### config.mk
export PLATFORM = sky130hd
export DESIGN_NAME = cam_frame_tx
export DESIGN_NICKNAME = d
export VERILOG_FILES = /design/src/rtl/cam_tx_pkg.sv /design/src/rtl/cam_tx_pixgen.sv /design/src/rtl/cam_frame_tx.sv
export SDC_FILE = /design/constraint.sdc
export NUM_CORES = 1
export LEC_CHECK = 0
export ABC_AREA = 1
export CAP_MARGIN = 25
export CORE_UTILIZATION = 62
export CTS_CLUSTER_DIAMETER = 40
export DETAILED_ROUTE_END_ITERATION = 12
export GPL_TIMING_DRIVEN = 0
export PLACE_DENSITY_LB_ADDON = 0.2
export SKIP_LAST_GASP = 1
export SYNTH_ARGS = -nofsm -noshare
export SYNTH_HDL_FRONTEND = slang
export SYNTH_SLANG_ARGS = --single-unit
### constraint.sdc
create_clock -name cmos_pclk -period 3.5 [get_ports cmos_pclk]
set_clock_uncertainty 0.05 [all_clocks]
set_input_delay 0.35 -clock cmos_pclk [delete_from_list [all_inputs] [get_ports cmos_pclk]]
set_output_delay 0.35 -clock cmos_pclk [all_outputs]
set_load 0.005 [all_outputs]
### src/rtl/cam_tx_pkg.sv
// Shared encodings for the synthetic camera frame source: timing states,
// pattern-select codes and the RGB565 colour-bar palette.
package cam_tx_pkg;

    typedef enum logic [2:0] {
        ST_IDLE,
        ST_VSYNC,
        ST_VBP,
        ST_ACTIVE,
        ST_VFP
    } tx_state_e;

    typedef enum logic [1:0] {
        PAT_BARS    = 2'd0,
        PAT_RAMP    = 2'd1,
        PAT_SOLID   = 2'd2,
        PAT_CHECKER = 2'd3
    } pat_e;

    localparam logic [15:0] BAR_WHITE   = 16'hFFFF;
    localparam logic [15:0] BAR_YELLOW  = 16'hFFE0;
    localparam logic [15:0] BAR_CYAN    = 16'h07FF;
    localparam logic [15:0] BAR_GREEN   = 16'h07E0;
    localparam logic [15:0] BAR_MAGENTA = 16'hF81F;
    localparam logic [15:0] BAR_RED     = 16'hF800;
    localparam logic [15:0] BAR_BLUE    = 16'h001F;
    localparam logic [15:0] BAR_BLACK   = 16'h0000;

    // Bar colours run left to right in index order.
    function automatic logic [15:0] bar_colour(input logic [2:0] idx);
        logic [15:0] colour;
        colour = BAR_BLACK;
        case (idx)
            3'd0: colour = BAR_WHITE;
            3'd1: colour = BAR_YELLOW;
            3'd2: colour = BAR_CYAN;
            3'd3: colour = BAR_GREEN;
            3'd4: colour = BAR_MAGENTA;
            3'd5: colour = BAR_RED;
            3'd6: colour = BAR_BLUE;
            3'd7: colour = BAR_BLACK;
        endcase
        return colour;
    endfunction

endpackage

### src/rtl/cam_tx_pixgen.sv
// Combinational pixel generator: maps (x, y, bar index, pattern) to one RGB565 value.
module cam_tx_pixgen
    import cam_tx_pkg::*;
(
    input  logic [7:0]  x,
    input  logic [7:0]  y,
    input  logic [2:0]  bar_idx,
    input  pat_e        pat,
    input  logic [15:0] solid,
    input  logic        frame_odd,
    output logic [15:0] pixel
);

    always_comb begin
        pixel = 16'h0000;
        case (pat)
            PAT_BARS:    pixel = bar_colour(bar_idx);
            PAT_RAMP:    pixel = {y, x};
            PAT_SOLID:   pixel = solid;
            PAT_CHECKER: pixel = (x[3] ^ y[3] ^ frame_odd) ? 16'hFFFF : 16'h0000;
        endcase
    end

endmodule

### src/rtl/cam_frame_tx.sv
// Synthetic CMOS sensor: emits vsyn/href/RGB565 byte stream with deterministic test
// patterns, entirely in the pixel-clock domain. All outputs registered.
module cam_frame_tx
    import cam_tx_pkg::*;
#(
    parameter int H_ACTIVE    = 640,
    parameter int H_BLANK     = 144,
    parameter int V_ACTIVE    = 480,
    parameter int VSYNC_LINES = 3,
    parameter int V_BP        = 17,
    parameter int V_FP        = 10
) (
    input  logic        cmos_pclk,
    input  logic        rst_133,
    input  logic        en_i,
    input  logic [1:0]  pat_sel_i,
    input  logic [15:0] solid_i,
    output logic        cmos_vsyn_o,
    output logic        cmos_href_o,
    output logic [7:0]  cmos_data_o,
    output logic        busy_o,
    output logic        frame_done_o,
    output logic [15:0] frame_cnt_o
);

    localparam int LINE_PCLK   = 2 * H_ACTIVE + H_BLANK;
    localparam int FRAME_LINES = VSYNC_LINES + V_BP + V_ACTIVE + V_FP;
    localparam int HW          = $clog2(LINE_PCLK);
    localparam int LW          = $clog2(FRAME_LINES);
    localparam int BAR_W       = H_ACTIVE / 8;

    tx_state_e     state, state_next;
    logic [HW-1:0] h_cnt;
    logic [LW-1:0] l_cnt, last_line;
    logic          line_end, state_end, frame_start, active_px;
    logic [15:0]   bar_cnt;
    logic [2:0]    bar_idx;
    pat_e          pat_q;
    logic [15:0]   solid_q, frame_cnt, pixel;
    logic          vsyn_d, href_d, busy_d, done_d;
    logic [7:0]    data_d;

    always_comb begin
        last_line = '0;
        case (state)
            ST_VSYNC:  last_line = LW'(VSYNC_LINES - 1);
            ST_VBP:    last_line = LW'(V_BP - 1);
            ST_ACTIVE: last_line = LW'(V_ACTIVE - 1);
            ST_VFP:    last_line = LW'(V_FP - 1);
            default:   last_line = '0;
        endcase
    end

    assign line_end    = (h_cnt == HW'(LINE_PCLK - 1));
    assign state_end   = line_end && (l_cnt == last_line);
    assign frame_start = (state_next == ST_VSYNC) && (state != ST_VSYNC);
    assign active_px   = (state == ST_ACTIVE) && (h_cnt < HW'(2 * H_ACTIVE));

    // NOTE: sequential state uses non-blocking assignments so every flop sees pre-edge values.
    always_ff @(posedge cmos_pclk or negedge rst_133) begin
        if (!rst_133) state <= ST_IDLE;
        else          state <= state_next;
    end

    // NOTE: next-state defaults to the current state first, so no path leaves it unassigned (no latch).
    always_comb begin
        state_next = state;
        unique case (state)
            ST_IDLE:   if (en_i)      state_next = ST_VSYNC;
            ST_VSYNC:  if (state_end) state_next = ST_VBP;
            ST_VBP:    if (state_end) state_next = ST_ACTIVE;
            ST_ACTIVE: if (state_end) state_next = ST_VFP;
            ST_VFP:    if (state_end) state_next = en_i ? ST_VSYNC : ST_IDLE;
            default:                  state_next = ST_IDLE;
        endcase
    end

    // l_cnt counts lines within the current state and restarts on each state change.
    always_ff @(posedge cmos_pclk or negedge rst_133) begin
        if (!rst_133) begin
            h_cnt <= '0;
            l_cnt <= '0;
        end else if (state == ST_IDLE) begin
            h_cnt <= '0;
            l_cnt <= '0;
        end else if (line_end) begin
            h_cnt <= '0;
            l_cnt <= state_end ? '0 : l_cnt + LW'(1);
        end else begin
            h_cnt <= h_cnt + HW'(1);
        end
    end

    // Bar index steps every BAR_W pixels, counted on the low-byte cycle of each pixel.
    always_ff @(posedge cmos_pclk or negedge rst_133) begin
        if (!rst_133) begin
            bar_cnt <= '0;
            bar_idx <= '0;
        end else if (!active_px) begin
            bar_cnt <= '0;
            bar_idx <= '0;
        end else if (h_cnt[0]) begin
            if (bar_cnt == 16'(BAR_W - 1)) begin
                bar_cnt <= '0;
                bar_idx <= bar_idx + 3'd1;
            end else begin
                bar_cnt <= bar_cnt + 16'd1;
            end
        end
    end

    always_ff @(posedge cmos_pclk or negedge rst_133) begin
        if (!rst_133) begin
            pat_q     <= PAT_BARS;
            solid_q   <= '0;
            frame_cnt <= '0;
        end else begin
            if (frame_start) begin
                pat_q   <= pat_e'(pat_sel_i);
                solid_q <= solid_i;
            end
            if (done_d) frame_cnt <= frame_cnt + 16'd1;
        end
    end

    cam_tx_pixgen u_pixgen (
        .x         (8'(h_cnt >> 1)),
        .y         (8'(l_cnt)),
        .bar_idx   (bar_idx),
        .pat       (pat_q),
        .solid     (solid_q),
        .frame_odd (frame_cnt[0]),
        .pixel     (pixel)
    );

    always_comb begin
        vsyn_d = (state == ST_VSYNC);
        href_d = active_px;
        busy_d = (state != ST_IDLE);
        done_d = (state == ST_VFP) && state_end;
        data_d = 8'h00;
        if (active_px) data_d = h_cnt[0] ? pixel[7:0] : pixel[15:8];
    end

    // frame_cnt_o trails the internal count by one edge, after the frame_done_o pulse.
    always_ff @(posedge cmos_pclk or negedge rst_133) begin
        if (!rst_133) begin
            cmos_vsyn_o  <= 1'b0;
            cmos_href_o  <= 1'b0;
            cmos_data_o  <= 8'h00;
            busy_o       <= 1'b0;
            frame_done_o <= 1'b0;
            frame_cnt_o  <= 16'h0000;
        end else begin
            cmos_vsyn_o  <= vsyn_d;
            cmos_href_o  <= href_d;
            cmos_data_o  <= data_d;
            busy_o       <= busy_d;
            frame_done_o <= done_d;
            frame_cnt_o  <= frame_cnt;
        end
    end

endmodule
After elaboration in Yosys (flattened, before gate mapping)
Memory sizes are Yosys's and may differ from the RTL's.
Index checks and enable logic that the tools add are counted.
{"block": "totals", "reg_bits": 104, "mem_bits_ro": 128, "inputBits": 21, "output_inout_bits": 28, "n_memories": 1}
{"memory": "(no name shown)", "depth": 8, "width": 16, "rd": 1, "rd_clocked_by_memory_dff": 0, "write_ports": 0, "line_no": "cam_tx_pkg.sv:33", "rtl": "case (idx)"}
{"block": "classes", "add_sub_neg": 5, "magnitude_cmp": 1, "n_eq_ne": 14, "muxes": 23, "bitwise_logic": 2, "reduce_logical": 9}
{"cell": "two-way mux 16 bit", "n": 4}
{"cell": "one-hot mux 16 bit (4 select lines)", "n": 1}
{"cell": "one-hot mux 9 bit (4 select lines)", "n": 1}
{"cell": "adder 16 x 1 -> 16 bit, second input constant", "n": 2}
{"cell": "two-way mux 9 bit", "n": 3}
{"cell": "two-way mux 3 bit", "n": 8}
{"cell": "two-way mux 11 bit", "n": 2}
{"cell": "== test 16 x 7 -> 1 bit, second input constant", "n": 1}
{"cell": "two-way mux 8 bit", "n": 2}
{"cell": "one-hot mux 3 bit (5 select lines)", "n": 1}
{"cell": "adder 11 x 1 -> 11 bit, second input constant", "n": 1}
{"cell": "== test 11 bit, second input constant", "n": 1}
{"cell": "< comparator 11 bit, second input constant", "n": 1}
{"cell": "adder 9 x 1 -> 9 bit, second input constant", "n": 1}
{"cell": "== test 9 bit", "n": 1}
{"cell": "== test 3 x 1 -> 1 bit, second input constant", "n": 2}
{"cell": "== test 3 x 2 -> 1 bit, second input constant", "n": 2}
{"cell": "== test 2 bit, second input constant", "n": 2}
{"cell": "logical AND 1 bit", "n": 4}
{"cell": "adder 3 x 1 -> 3 bit, second input constant", "n": 1}
{"cell": "== test 3 bit, second input constant", "n": 1}
{"cell": "zero test 3 bit", "n": 1}
{"cell": "inequality test 3 x 1 -> 1 bit, second input constant", "n": 1}
{"cell": "nonzero test 3 bit", "n": 1}
{"cell": "8 further kinds", "n": 9}

Longest topological paths before layout
{"block": "depth", "ltp_word": 8, "depth_mapped": 13}

Hierarchy
From an unflattened synthesis, not the netlist that was laid out.
{"block": "hier_totals", "hier_cells": 673, "hier_area_um2": 5261.3}
{"module": "cam_frame_tx", "instances": 1, "cells_each": 568, "area_each_um2": 4803.4}
{"module": "cam_tx_pixgen", "instances": 1, "cells_each": 105, "area_each_um2": 457.9}

Least setup slack after synthesis
OpenSTA, ideal clock, no wires.
{"block": "synth_timing", "path_kind": "register to register", "start": "register h_cnt[1]", "end": "register l_cnt[3]", "setup_ns": 0.124, "arrival_time_ns": 1.676, "slack_ns": 1.650, "path_stages_with_launch": 9, "n_path_buf": 0, "path_cell_list": "dfrtp_1 > ha_1 > nand3_1 > nor3_1 > nor2_1 > clkinv_1 > nand2_1 > xor2_1 > nor2_1"}
{"block": "synth_between", "elab_chain_cells": 5, "elab_cells_between_ends": 6, "cone_classes": "eq/ne: 1; mux: 3; reduce/logical: 2"}
{"item": "start, declared", "line_no": "cam_frame_tx.sv:33", "rtl": "logic [HW-1:0] h_cnt;"}
{"item": "start signal, assigned", "line_no": "cam_frame_tx.sv:90", "rtl": "h_cnt <= h_cnt + HW'(1);"}
{"item": "== test 11 bit (*)", "line_no": "cam_frame_tx.sv:54", "rtl": "assign line_end = (h_cnt == HW'(LINE_PCLK - 1));"}
{"item": "logical AND 1 bit", "line_no": "cam_frame_tx.sv:55", "rtl": "assign state_end = line_end && (l_cnt == last_line);"}
{"item": "two-way mux 9 bit", "line_no": "cam_frame_tx.sv:88", "rtl": "l_cnt <= state_end ? '0 : l_cnt + LW'(1);"}
{"item": "two-way mux 9 bit", "line_no": "cam_frame_tx.sv:86", "rtl": "end else if (line_end) begin"}
{"item": "two-way mux 9 bit", "line_no": "cam_frame_tx.sv:83", "rtl": "end else if (state == ST_IDLE) begin"}
{"item": "end signal, assigned", "line_no": "cam_frame_tx.sv:88"}
{"item": "end, declared", "line_no": "cam_frame_tx.sv:34", "rtl": "logic [LW-1:0] l_cnt, last_line;"}
Mark *: on every way between the ends. The rest lies on a longest branch, timed or not. The select of a mux whose other input is x is not followed.
A chain may end at the register's enable or synchronous reset.

Final worst setup path
{"block": "layout_timing", "start": "register h_cnt[1]", "end": "register l_cnt[2]"}
Same word-level chain as after synthesis.

==> impl_metrics.tcl <==
set metrics [dict create \
    cts_buffers 9 \
    cts.clk_slew.worst_paths_ns 0.10 \
    cap_violations 0 \
    drt_pass1_iterations 6 \
    start_util_pct 64.4 \
    grt_pass1_vias 4358 \
    htree_levels 3 \
    rsz0062_at_grt "false" \
    endpoint_kind "flop" \
    finalPower_mw 1.99 \
    cp-start-kind "flop" \
    synthCells 665 \
    antenna_found_initial 0 \
    io_buffers 47 \
    syn2layout_area_growth_pct 15.6 \
    wl_um 11700 \
    postCtsSetupBuffers 0 \
    worst_pin_slew_ns 0.752 \
    cts.sinks 104 \
    finalCritPeriodShare_pct 75.4 \
    required_ns 3.71 \
    grt_use_total_pct 28.5 \
    ys_types 36 \
    grt_pass1_wl_um 19600 \
    root_buffer "clkbuf_8" \
    power_density_nw_per_um2 325 \
    synth_seq_cells 104 \
    grt_overflow_total 0 \
    hold_viol 0 \
    hpwlAfterDp_um 8650 \
    die_w_um 94.4 \
    synth_warnings 0 \
    syn_nets 691 \
    worstPathMaxFanout 10 \
    fmax_ghz 0.379 \
    drc 0 \
    wire_per_inst_um 14.0 \
    gp_congestion 0.941 \
    finalMaxSlewViolations 0 \
    leakage_nw 3.05 \
    crit_type "flop to flop" \
    peakVddDrop_mv 0.248 \
    slew_headroom_pct 49.7 \
    outcome "finished, final reports clean" \
    drt_iter0_drc 344 \
    final_net_count 751 \
    antenna_cells 0 \
    avgSynthCellArea_um2 7.95 \
    cts_resized 0 \
    hp-class "primary input to flop" \
    clk_path_buf_depth 2 \
    grt_max_degree 74 \
    row_count 33 \
    clk_latency_ns 0.38 \
    dieHeight_um 94.4 \
    synth_area_um2 5290 \
    core_area_um2 8220 \
    ys_seq_area_share_pct 49.2 \
    layout-drive-gt1-share_pct 6.03 \
    ant_nets 0 \
    ios 49 \
    setup_viol 0 \
    die_area_um2 8900 \
    hold_ws_ns 0.274 \
    vias 4662 \
    period_needed_ns 2.64 \
    viasPerCell 5.58 \
    cts_tree "built" \
    layout_commonest_cell "nand2_1" \
    cts_hold_buf 1 \
    critical_path_arrival_ns 2.84 \
    final_cell_mix "173 x nand2_1, 104 x dfrtp_1, 76 x inv_1" \
]
## layer usage
metal  GRT usage [%]  part of all wire (%)
met3            4.19                   4.8
met2            48.7                    49
met1            35.9                    43
met5               0                     0
met4            12.2                   2.7
## cell type report
cell class	instances	area (um2)
multi-input cells	469	2320
plain buffers	12	61.3
repair buffers	49	505
clock buffers	11	131
inverters	80	300
flip-flops and latches	104	2600
fillers	613	2100
well taps	105	131
clock inverters	5	57.6
## registers in the layout, indices dropped and copies added (netlist names)
| name | flops |
|---|---|
| bar_cnt | 16 |
| frame_cnt | 16 |
| frame_cnt_o | 16 |
| solid_q | 16 |
| h_cnt | 11 |
| l_cnt | 9 |
| cmos_data_o | 8 |
| bar_idx | 3 |
| state | 3 |
| pat_q | 2 |
| busy_o | 1 |
| cmos_href_o | 1 |
| cmos_vsyn_o | 1 |
| frame_done_o | 1 |
## power by group
part           leakage, nW  internal [mW]  switching (mW)
Sequential            1.42           1.20               0
Clock               0.0856          0.330           0.405
Combinational         1.54         0.0227          0.0285
Total                 3.05           1.55           0.434
## cells in the mapped netlist
cell	number	share of area, %
nand3_1	67	6.3
nand4_4	1	0.40
nor4_1	5	0.59
inv_2	3	0.21
buf_4	1	0.14
nand3b_1	1	0.14
xor2_1	15	2.5
nand3_2	2	0.38
o21ai_2	1	0.17
buf_6	1	0.21
xnor2_1	5	0.83
or2_2	3	0.35
o22ai_1	1	0.12
nand2_4	2	0.43
buf_2	4	0.38
inv_1	76	5.4
dfrtp_1	104	49
nand2_2	4	0.47
nor2_1	64	4.5
nand3_4	1	0.33
o21ai_0	38	3.6
a22o_1	7	1.2
and3_1	1	0.12
nand4_1	10	1.2
clkinv_1	1	0.071
nand2_1	173	12
nor3_1	21	2.0
o31ai_1	1	0.14
nor2_2	2	0.24
nand4_2	1	0.24
ha_1	5	1.2
clkbuf_1	5	0.35
a21oi_1	27	2.6
o211ai_1	9	1.3
nor2_4	2	0.43
buf_1	1	0.071
## worst paths after layout
| check | depth (start not counted) | startpoint | end | slack, ns |
|---|---|---|---|---|
| max | 8 | h_cnt[1]$_DFF_PN0_ | l_cnt[2]$_DFFE_PN0P_ | 0.86 |
| min | 3 | en_i | solid_q[5]$_DFFE_PN0P_ | 0.27 |
| max reg2reg | 8 | h_cnt[1]$_DFF_PN0_ | l_cnt[2]$_DFFE_PN0P_ | 0.86 |
| min reg2reg | 0 | frame_cnt[3]$_DFFE_PN0P_ | frame_cnt_o[3]$_DFF_PN0_ | 0.38 |
| max in group asynchronous | 3 | rst_133 | frame_cnt[3]$_DFFE_PN0P_ | 2.31 |
| min in group asynchronous | 2 | rst_133 | bar_cnt[5]$_DFFE_PN0P_ | 0.38 |
## critical path: stages (launching register included)
cell      delay, ns
dfrtp_1        0.42
ha_1           0.23
nand3_1        0.20
nor3_1         0.13
nor2_1         0.59
clkinv_1       0.50
nand2_1        0.18
xor2_1         0.16
nor2_1         0.06
## cell families after synthesis
family	after synthesis	synth area share [%]
fa+ha+maj	5	1.18
xor+xnor	20	3.31
simple gates	360	30.4
compound gates	84	9.01
buf+inv	92	6.84
flops	104	49.2
## metrics by stage
step / area (um2) / utilization [%] / std cells / setup slack [ns] / setup TNS [ns]
after floorplan: 5290 / - / 665 / 1.65 / 0
after global placement: 5890 / 71.7 / 817 / -1.65 / -170.52
after detailed placement: 5920 / 72.0 / 818 / 0.933 / 0
after CTS: 6110 / 74.4 / 835 / 0.920 / 0
after global routing: 6110 / 74.4 / 835 / 0.718 / 0
final: 6110 / 74.4 / 835 / 0.862 / 0
Power figures use the tool's default switching activity.
